===== config.mk =====
export PLATFORM = sky130hd
export DESIGN_NAME = operand_bypass_scoreboard
export DESIGN_NICKNAME = d
export VERILOG_FILES = /design/src/rtl/shader_bypass_pkg.sv /design/src/rtl/bypass_select.sv /design/src/rtl/operand_bypass_scoreboard.sv
export SDC_FILE = /design/constraint.sdc
export NUM_CORES = 1
export LEC_CHECK = 0
export BUFFER_PORTS_ARGS = -buffer_cell sky130_fd_sc_hd__buf_2
export CORE_MARGIN = 2
export CORE_UTILIZATION = 35
export DETAILED_ROUTE_END_ITERATION = 8
export PLACE_DENSITY = 0.64
export SLEW_MARGIN = 25
export SYNTH_ARGS = -nofsm -noshare
export SYNTH_HDL_FRONTEND = slang
export SYNTH_SLANG_ARGS = --single-unit
export TNS_END_PERCENT = 1

===== constraint.sdc =====
create_clock -name clk -period 18.84 [get_ports clk]
set_clock_uncertainty 0.1 [all_clocks]
set_input_delay 4.71 -clock clk [delete_from_list [all_inputs] [get_ports clk]]
set_output_delay 4.71 -clock clk [all_outputs]
set_load 0.01 [all_outputs]

===== src/rtl/shader_bypass_pkg.sv =====
// Shared types and defaults for the shader-core operand bypass and scoreboard logic.
// Forwarding stages are numbered from the youngest (EX, index 0) to the oldest (WB).
package shader_bypass_pkg;

    localparam int unsigned DEF_REG_IDX_W = 5;
    localparam int unsigned DEF_DATA_W    = 32;
    localparam int unsigned DEF_NUM_SRC   = 3;
    localparam int unsigned DEF_NUM_STG   = 3;
    localparam int unsigned DEF_LAT_W     = 3;
    localparam bit          DEF_ZERO_REG  = 1'b1;

    // Stage index convention: lower index is younger.
    localparam int unsigned STG_YOUNGEST = 0;

    typedef logic [DEF_REG_IDX_W-1:0] reg_idx_t;
    typedef logic [DEF_DATA_W-1:0]    data_t;

endpackage


===== src/rtl/bypass_select.sv =====
// Per-source operand mux: youngest matching forwarding stage, else RF data.
// With ZERO_REG set, register 0 always resolves to zero and never reports a stage hit.
module bypass_select
    import shader_bypass_pkg::*;
#(
    parameter int unsigned REG_IDX_W = DEF_REG_IDX_W,
    parameter int unsigned DATA_W    = DEF_DATA_W,
    parameter int unsigned NUM_STG   = DEF_NUM_STG,
    parameter bit          ZERO_REG  = DEF_ZERO_REG
) (
    input  logic [REG_IDX_W-1:0]         src_idx,
    input  logic [DATA_W-1:0]            rf_data,
    input  logic [NUM_STG-1:0]           stg_valid,
    input  logic [NUM_STG*REG_IDX_W-1:0] stg_dest_idx,
    input  logic [NUM_STG*DATA_W-1:0]    stg_data,
    output logic [DATA_W-1:0]            op_data,
    output logic                         stg_hit
);

    always_comb begin
        op_data = rf_data;
        stg_hit = 1'b0;
        // Walk from the oldest stage toward STG_YOUNGEST so the youngest match is applied last.
        for (int i = NUM_STG - 1; i >= 0; i--) begin
            if (stg_valid[i] && (stg_dest_idx[i*REG_IDX_W +: REG_IDX_W] == src_idx)) begin
                op_data = stg_data[i*DATA_W +: DATA_W];
                stg_hit = 1'b1;
            end
        end
        if (ZERO_REG && (src_idx == '0)) begin
            op_data = '0;
            stg_hit = 1'b0;
        end
    end

endmodule


===== src/rtl/operand_bypass_scoreboard.sv =====
// Forwarding and hazard unit: per-register pending/latency scoreboard, issue stall,
// per-source bypass select and a registered operand bundle with valid/ready handshake.
module operand_bypass_scoreboard
    import shader_bypass_pkg::*;
#(
    parameter int unsigned REG_IDX_W = DEF_REG_IDX_W,
    parameter int unsigned DATA_W    = DEF_DATA_W,
    parameter int unsigned NUM_SRC   = DEF_NUM_SRC,
    parameter int unsigned NUM_STG   = DEF_NUM_STG,
    parameter int unsigned LAT_W     = DEF_LAT_W,
    parameter bit          ZERO_REG  = DEF_ZERO_REG
) (
    input  logic                         clk,
    input  logic                         rst,
    input  logic                         issue_valid,
    output logic                         issue_ready,
    input  logic [NUM_SRC*REG_IDX_W-1:0] issue_src_idx,
    input  logic                         issue_wr_en,
    input  logic [REG_IDX_W-1:0]         issue_dest_idx,
    input  logic [LAT_W-1:0]             issue_lat,
    input  logic [NUM_SRC*DATA_W-1:0]    rf_data,
    input  logic [NUM_STG-1:0]           stg_valid,
    input  logic [NUM_STG*REG_IDX_W-1:0] stg_dest_idx,
    input  logic [NUM_STG*DATA_W-1:0]    stg_data,
    input  logic                         wb_commit,
    input  logic [REG_IDX_W-1:0]         wb_commit_idx,
    output logic                         op_valid,
    input  logic                         op_ready,
    output logic [NUM_SRC*DATA_W-1:0]    op_data,
    output logic                         hazard_err
);

    localparam int unsigned NUM_REG = 2 ** REG_IDX_W;

    logic [NUM_REG-1:0] pend_q, pend_d;
    logic [LAT_W-1:0]   cnt_q [NUM_REG];
    logic [LAT_W-1:0]   cnt_d [NUM_REG];

    logic [REG_IDX_W-1:0]      src_idx [NUM_SRC];
    logic [NUM_SRC-1:0]        src_hit;
    logic [NUM_SRC-1:0]        src_blocked;
    logic [NUM_SRC-1:0]        src_orphan;
    logic [NUM_SRC*DATA_W-1:0] sel_data;
    logic                      waw;
    logic                      fire;
    logic                      dest_track;

    for (genvar k = 0; k < NUM_SRC; k++) begin : g_src
        logic src_zero;

        assign src_idx[k] = issue_src_idx[k*REG_IDX_W +: REG_IDX_W];
        assign src_zero   = ZERO_REG && (src_idx[k] == '0);
        assign src_blocked[k] = !src_zero && pend_q[src_idx[k]] && (cnt_q[src_idx[k]] != '0);
        // Pending with count expired but nothing on the bypass network to forward from.
        assign src_orphan[k] = !src_zero && pend_q[src_idx[k]] && (cnt_q[src_idx[k]] == '0)
                               && !src_hit[k];

        bypass_select #(
            .REG_IDX_W (REG_IDX_W),
            .DATA_W    (DATA_W),
            .NUM_STG   (NUM_STG),
            .ZERO_REG  (ZERO_REG)
        ) u_bypass_select (
            .src_idx      (src_idx[k]),
            .rf_data      (rf_data[k*DATA_W +: DATA_W]),
            .stg_valid    (stg_valid),
            .stg_dest_idx (stg_dest_idx),
            .stg_data     (stg_data),
            .op_data      (sel_data[k*DATA_W +: DATA_W]),
            .stg_hit      (src_hit[k])
        );
    end

    assign waw = issue_wr_en && pend_q[issue_dest_idx] && (cnt_q[issue_dest_idx] > issue_lat);
    assign issue_ready = !(|src_blocked) && !waw && (!op_valid || op_ready);
    assign fire        = issue_valid && issue_ready;
    assign dest_track  = issue_wr_en && !(ZERO_REG && (issue_dest_idx == '0));

    always_comb begin
        for (int r = 0; r < NUM_REG; r++) begin
            pend_d[r] = pend_q[r];
            cnt_d[r]  = (cnt_q[r] != '0) ? cnt_q[r] - LAT_W'(1) : '0;
            if (wb_commit && (wb_commit_idx == REG_IDX_W'(r))) begin
                pend_d[r] = 1'b0;
            end
            // A new producer overrides the same-cycle commit and decrement.
            if (fire && dest_track && (issue_dest_idx == REG_IDX_W'(r))) begin
                pend_d[r] = 1'b1;
                cnt_d[r]  = issue_lat;
            end
        end
    end

    always_ff @(posedge clk) begin
        if (rst) begin
            pend_q     <= '0;
            for (int r = 0; r < NUM_REG; r++) begin
                cnt_q[r] <= '0;
            end
            op_valid   <= 1'b0;
            op_data    <= '0;
            hazard_err <= 1'b0;
        end else begin
            pend_q <= pend_d;
            cnt_q  <= cnt_d;
            if (fire) begin
                op_valid <= 1'b1;
                op_data  <= sel_data;
            end else if (op_ready) begin
                op_valid <= 1'b0;
            end
            if (fire && (|src_orphan)) begin
                hazard_err <= 1'b1;
            end
        end
    end

endmodule


### Yosys cells after proc, flatten, opt, wreduce, memory -nomap -nowiden

Index checks and enable logic that the tools add are counted.

| storage, ports and cells | value |
|---|---|
| register bits | 226 |
| latch bits | 0 |
| memory bits (writable) | 0 |
| bits in read-only memories | 0 |
| input bits | 244 |
| output and inout bits | 99 |
| memories | 0 |

| cells by class | value |
|---|---|
| $add $sub $neg | 32 |
| $mul | 0 |
| divide/modulo/power cells | 0 |
| $lt $le $gt $ge | 9 |
| equal/unequal tests | 71 |
| shift-type cells | 0 |
| mux-type cells | 174 |
| bitwise operators | 4 |
| reduce and logical (&&, ||, !) cells | 182 |

Operator list:

| operator | number |
|---|---|
| 32-bit two-way mux | 12 |
| 3-bit two-way mux | 72 |
| 5-bit == test, second input constant | 32 |
| 3-bit nonzero test | 35 |
| 3-bit by 1-bit subtractor with 3-bit output, second input constant | 32 |
| 1-bit logical AND | 93 |
| 1-bit two-way mux | 82 |
| 5-bit by 4-bit == test with 1-bit output, second input constant | 16 |
| 2-bit nonzero test | 33 |
| 3-bit binary-select mux with 5-bit select | 4 |
| 5-bit == test | 9 |
| 5-bit by 3-bit == test with 1-bit output, second input constant | 8 |
| 5-bit logical NOT | 5 |
| 6-bit >= comparator, second input constant | 4 |
| 5-bit by 6-bit < comparator with 1-bit output, second input constant | 4 |
| 5-bit NOT with 6-bit output | 4 |
| 1-bit binary-select mux with 5-bit select | 4 |
| 5-bit by 2-bit == test with 1-bit output, second input constant | 4 |
| 5-bit by 1-bit == test with 1-bit output, second input constant | 2 |
| 1-bit logical NOT | 10 |
| 3-bit logical NOT | 3 |
| 3-bit OR reduction | 2 |
| 3-bit greater-than comparator | 1 |
| 1-bit logical OR | 1 |

### Depth between registers and ports, before layout

| logic depth | value |
|---|---|
| depth after elaboration | 14 |
| mapped depth | 18 |
| mapped depth without buffers | 12 |

### Cells and area by module

From an unflattened synthesis, not the netlist that was laid out.

| unflattened totals | value |
|---|---|
| cell total of the unflattened synthesis | 2,000 |
| area total of the unflattened synthesis | 17,199.0 um2 |

Modules (own cells, without submodules):

| module | instances | cells an instance | area an instance (um2) |
|---|---|---|---|
| operand_bypass_scoreboard | 1 | 1,454 | 13,299.0 |
| bypass_select | 3 | 182 | 1,300.0 |

### Least setup slack after synthesis

OpenSTA, ideal clock, no wires.

| timing | value |
|---|---|
| path kind | input to output |
| start point | input issue_dest_idx[0] |
| end point | output issue_ready |
| arrival | 8,346 ps |
| path slack | 5,684 ps |
| stages | 13 |
| cell sequence | clkbuf_1 -> buf_1 -> clkbuf_1 -> mux4_2 -> mux4_2 -> mux2i_1 -> ha_1 -> nor2b_1 -> o21ai_0 -> a221oi_1 -> a31oi_1 -> clkbuf_1 -> and3_1 |

| on the way | value |
|---|---|
| word-level cells in the longest chain between the ends | 9 |
| elaborated cells between the ends (all ways) | 12 |
| those cells by class | order compare: 1; mux: 5; bitwise: 1; reduce/logical: 5 |

Ends and longest elaborated chain:

| item | RTL line | RTL |
|---|---|---|
| start, declared | operand_bypass_scoreboard.sv:19 | `input logic [REG_IDX_W-1:0] issue_dest_idx,` |
| 5-bit NOT with 6-bit output (not written as such) | operand_bypass_scoreboard.sv:74 | `assign waw = issue_wr_en && pend_q[issue_dest_idx] && (cnt_q[issue_dest_idx] > issue_lat);` |
| 3-bit binary-select mux with 5-bit select | operand_bypass_scoreboard.sv:74 |  |
| 3-bit two-way mux (not written as such) (2 in a row) | operand_bypass_scoreboard.sv:74 |  |
| 3-bit greater-than comparator | operand_bypass_scoreboard.sv:74 |  |
| 1-bit logical AND * | operand_bypass_scoreboard.sv:74 |  |
| 1-bit logical NOT * | operand_bypass_scoreboard.sv:75 | `assign issue_ready = !(\|src_blocked) && !waw && (!op_valid \|\| op_ready);` |
| 1-bit logical AND * (2 in a row) | operand_bypass_scoreboard.sv:75 |  |
| end, declared | operand_bypass_scoreboard.sv:16 | `output logic issue_ready,` |

Mark *: on every way between the ends. The rest lies on a longest branch, timed or not. The select of a mux whose other input is x is not followed.

### Worst setup path after layout

Ends and elaborated chain as after synthesis.

==> results.md <==
- The run finished with clean final reports.
- Compared with the post-synthesis result, the final layout area differs by 17.8%.
- The number of hold buffers added after CTS was 0.
- The slew of the pin with the lowest slew margin is 938 ps.
- Once detail routing completed, the nets flagged for antenna violations numbered 0.
- The switching power summed over all nets is 0.387 mW.
- The worst hold path begins at op_data[32].
- The synthesized instance count is 1928.
- After clock tree synthesis, the clock-pin slew on the worst setup and hold paths is 60 ps.
- In the layout the commonest cells are buf_2, dfxtp_1, nand2_1, mux2i_1, nor2_1.
- The number of placed instances, taps included is 2730.
- The largest net degree at the start of global routing is 88.
- For this run, the register share of the synthesized area comes to 0.268.
- The cell sitting at the root of the clock tree is a clkbuf_16.
- The count of endpoints failing hold in the final timing report is 0.
- The net switching share of the total power is 0.291.
- The slowest stage of the critical path is the mux4_2 cell.
- The hold-critical path depth is 2.
- The latest clock arrival within the worst-skew pair is 580 ps.
- The count of endpoints failing setup in the final report is 0.
- Traced cell by cell, the critical path runs through buf_2, buf_4, mux4_2, mux4_2, mux2_2, ha_1, nor2b_1, o21ai_0, a221oi_1, a31oi_4, and3_1, buf_2.
- The headroom to the max-slew limit is 0.359.
- After detailed routing, the total wire length is 64700 um.
- The kind of critical path is in2out.
- The required time of the critical path is 14030 ps.
- During placement, the flow inserted port buffers numbering 342.
- The worst stage delay on the critical path is 580 ps.
- Summed over all cells, the static leakage comes to 8.47 nW.
- After synthesis the netlist holds a flip-flop and latch count of 226.
- Dividing the final minimum period by the clock period gives 0.707.
- In this run the power density over the cells is 67.1 nW/um2.
- The cell family contributing the most delay on the critical path is multiplexers.
- The number of buffers and inverters on the critical path is 3.
- The kind of end point of the critical path is an output pin.
- The share of total power dissipated in sequential elements is 0.384.
- Adding up every negative setup slack in the final design gives 0 ps.
- The first global-routing pass estimated 96500 um of wire.
- The peak ir drop on the vdd network is 62.4 uV.
- Of the total power, combinational logic draws 0.180.
- The number of global-route vias before repair is 15600.
- Counting the buffers created by CTS gives 28.
- The mean instance size in the synthesized netlist is 8.74 um2.
- Detailed placement finished with a half-perimeter wire length of 46300 um.
- After detailed routing, the number of remaining DRC violations is 0.
- The endpoint identified for the worst register-to-register timing path is cnt_q[68].
- Setup repair after global routing left no endpoint under its margin.
- Using the TritonRoute via totals, the vias-per-cell ratio works out to 5.94.
- The overall track demand over capacity in global routing is 0.248.
- The horizontal extent of the die is 223 um.
- After the last flow step, the layout net total stands at 2456.
- The fmax is 75.1 MHz.
- The total grt overflow is 0.
- The max-cap check violation count is 0.
- The worst hold path terminates at op_data[32].
- The number of warnings reported in the yosys synthesis log is 0.
- For this design, the sink count on the clock tree is 226.
- Of all nets on the critical path, the largest fanout is 34.
- The number of antenna violations at the first check in global routing is 27.
- The number of search-and-repair iterations in the first detailed-routing pass is 6.
- The count of final max-slew check failures is 0.
- The clock passes through at most 3 buffers.
- The leading cell type in the layout, fill and taps excluded is buf_2.
- At the worst endpoint, the arrival time is 8510 ps.
- The count of H-tree levels built during CTS is 1.
- The floorplan has 80 rows.
- Dividing the detail-routed wire length by the instance count gives 23.1 um.
- For this configuration, the core starts out at a cell density of 0.354.
- The share of async-settable or async-resettable flops after synthesis is 0.
- The last weighted congestion value of the routability-driven placer is 0.942.
- The most instantiated flip-flop cell in the synthesis netlist is dfxtp_1.
- TritonCTS built the clock tree.
- The synthesized design contains 0 enable-type register cells.
- The critical register-to-register path startpoint is cnt_q[70].
- The clock network fraction of total power is 0.436.
- The element type at the critical path start is an input port.
- The total internal power is 0.945 mW.
- The detailed router's first-iteration violation count is 1803.
- The depth of the most critical reg-to-reg path is 13.
- The post-CTS setup repair buffer count is 0.
- The internal reg-to-reg setup slack is 13480 ps.
- The kind of path behind the tightest hold check is reg2reg.
- Synthesis produced a netlist with a net count of 2239.
- The die is 223 um tall.
- Of the cells placed in the final design, the portion with a size suffix greater than 1 is 0.264.
- For this design the top-level I/O count stands at 343.
- The final non-filler cell total is 2799.
- Counting distinct cell types in the post-synthesis netlist gives 61.
- The die footprint is 49900 um2.
- After floorplanning, the core was sized to cover 47600 um2.
- Post-CTS repair changed the size of 0 cells.
- The post-route minimum period is 13320 ps.
- The mapped netlist covers 16900 um2.
- Summing over every cut layer, the via total after detailed routing is 16600.
sequential cells by signal, indices dropped and copies added, names as in the netlist:
signal,count
op_valid,1
op_data,96
pend_q,32
cnt_q,96
hazard_err,1
cells by family after synthesis:
group           share of synthesized area
flops                               0.268
simple gates                        0.212
mux                                 0.254
compound gates                      0.135
buf+inv                            0.0579
xor+xnor                           0.0234
fa+ha+maj                          0.0497
cell usage after synthesis, types with 3 or more instances:
cell type  number  area [um2]
dfxtp_1       226        4520
nand2_1       218         818
mux2i_1       198        1980
clkbuf_1      114         428
nor2_1        102         383
nand3b_1       96         721
a21oi_1        77         385
inv_1          75         282
mux2_2         68         766
mux4_2         68        1530
ha_1           67         838
o2111ai_1      61         534
or3_1          47         294
o21ai_0        44         220
nand2b_1       41         257
nor3_1         37         185
xor2_1         36         315
a211oi_1       34         255
buf_2          33         165
nor4_1         33         206
o31ai_1        33         248
a21o_1         31         233
nand4_1        27         169
nand3_1        23         115
buf_1          21        78.8
nor2b_1        15        93.8
or2_2          10        62.6
xnor2_1         9        78.8
a2111oi_0       8        70.1
and3_1          8        50.1
nor4b_1         8        70.1
a221oi_1        5        43.8
and2_1          4        25.0
o21bai_1        4        30.0
a211o_1         3        26.3
a31oi_1         3        18.8
buf_4           3        22.5
nor3b_1         3        22.5
o211ai_1        3        22.5
o41ai_1         3        26.3
or4_1           3        22.5
per-stage QoR:
stage	worst slack (ps)	utilization	total power, mW	cell area (um2)	hold WS, ps
2_1_floorplan	5680	-	0.659	16900	373
3_3_place_gp	5320	0.395	0.754	18800	352
3_5_place_dp	5200	0.395	0.758	18800	361
4_1_cts	5200	0.416	1.34	19800	372
5_1_grt	5280	0.416	1.38	19800	384
6_report	5520	0.417	1.33	19900	370
tightest hold or removal path, cell delays in order, from the launching register on:
cell and delay [ps]:
dfxtp_1 310, nand2b_1 60, o21ai_1 60
power groups by stage:
stage,registers (mW),logic (mW),clock network (mW)
floorplan,0.530,0.129,0
global placement,0.521,0.233,0
detailed placement,0.522,0.236,0
CTS,0.511,0.237,0.593
global route,0.514,0.256,0.610
finish,0.512,0.240,0.581
worst max-delay path by stage:
stage                      start           to  slack (ps)  cells past startpoint
6_report       issue_dest_idx[0]  issue_ready        5520                     12
3_3_place_gp   issue_dest_idx[0]  issue_ready        5320                     12
4_1_cts        issue_dest_idx[0]  issue_ready        5200                     12
2_1_floorplan  issue_dest_idx[0]  issue_ready        5680                     13
5_1_grt        issue_dest_idx[0]  issue_ready        5280                     12
3_5_place_dp   issue_dest_idx[0]  issue_ready        5200                     12
final cells by class:
cell class                      count  area, um2
Antenna cell                       17       42.5
Tap cell                          615        769
Sequential cell                   226       4520
Inverter                           75        282
Clock inverter                     12        166
Fill cell                        4632      27800
Multi-Input combinational cell   1456      11400
Timing Repair Buffer              358       1840
Clock buffer                       40        817
layer usage:
metal	GRT usage	vias to the layer above	share of wire	wire length (um)
li1	-	7501	-	-
met2	0.397	974	0.45	29100
met4	0.107	16	0.044	2850
met3	0.0558	171	0.10	6460
met1	0.321	7951	0.40	26200
met5	0	-	0.0016	103
Power figures use the tool's default switching activity.
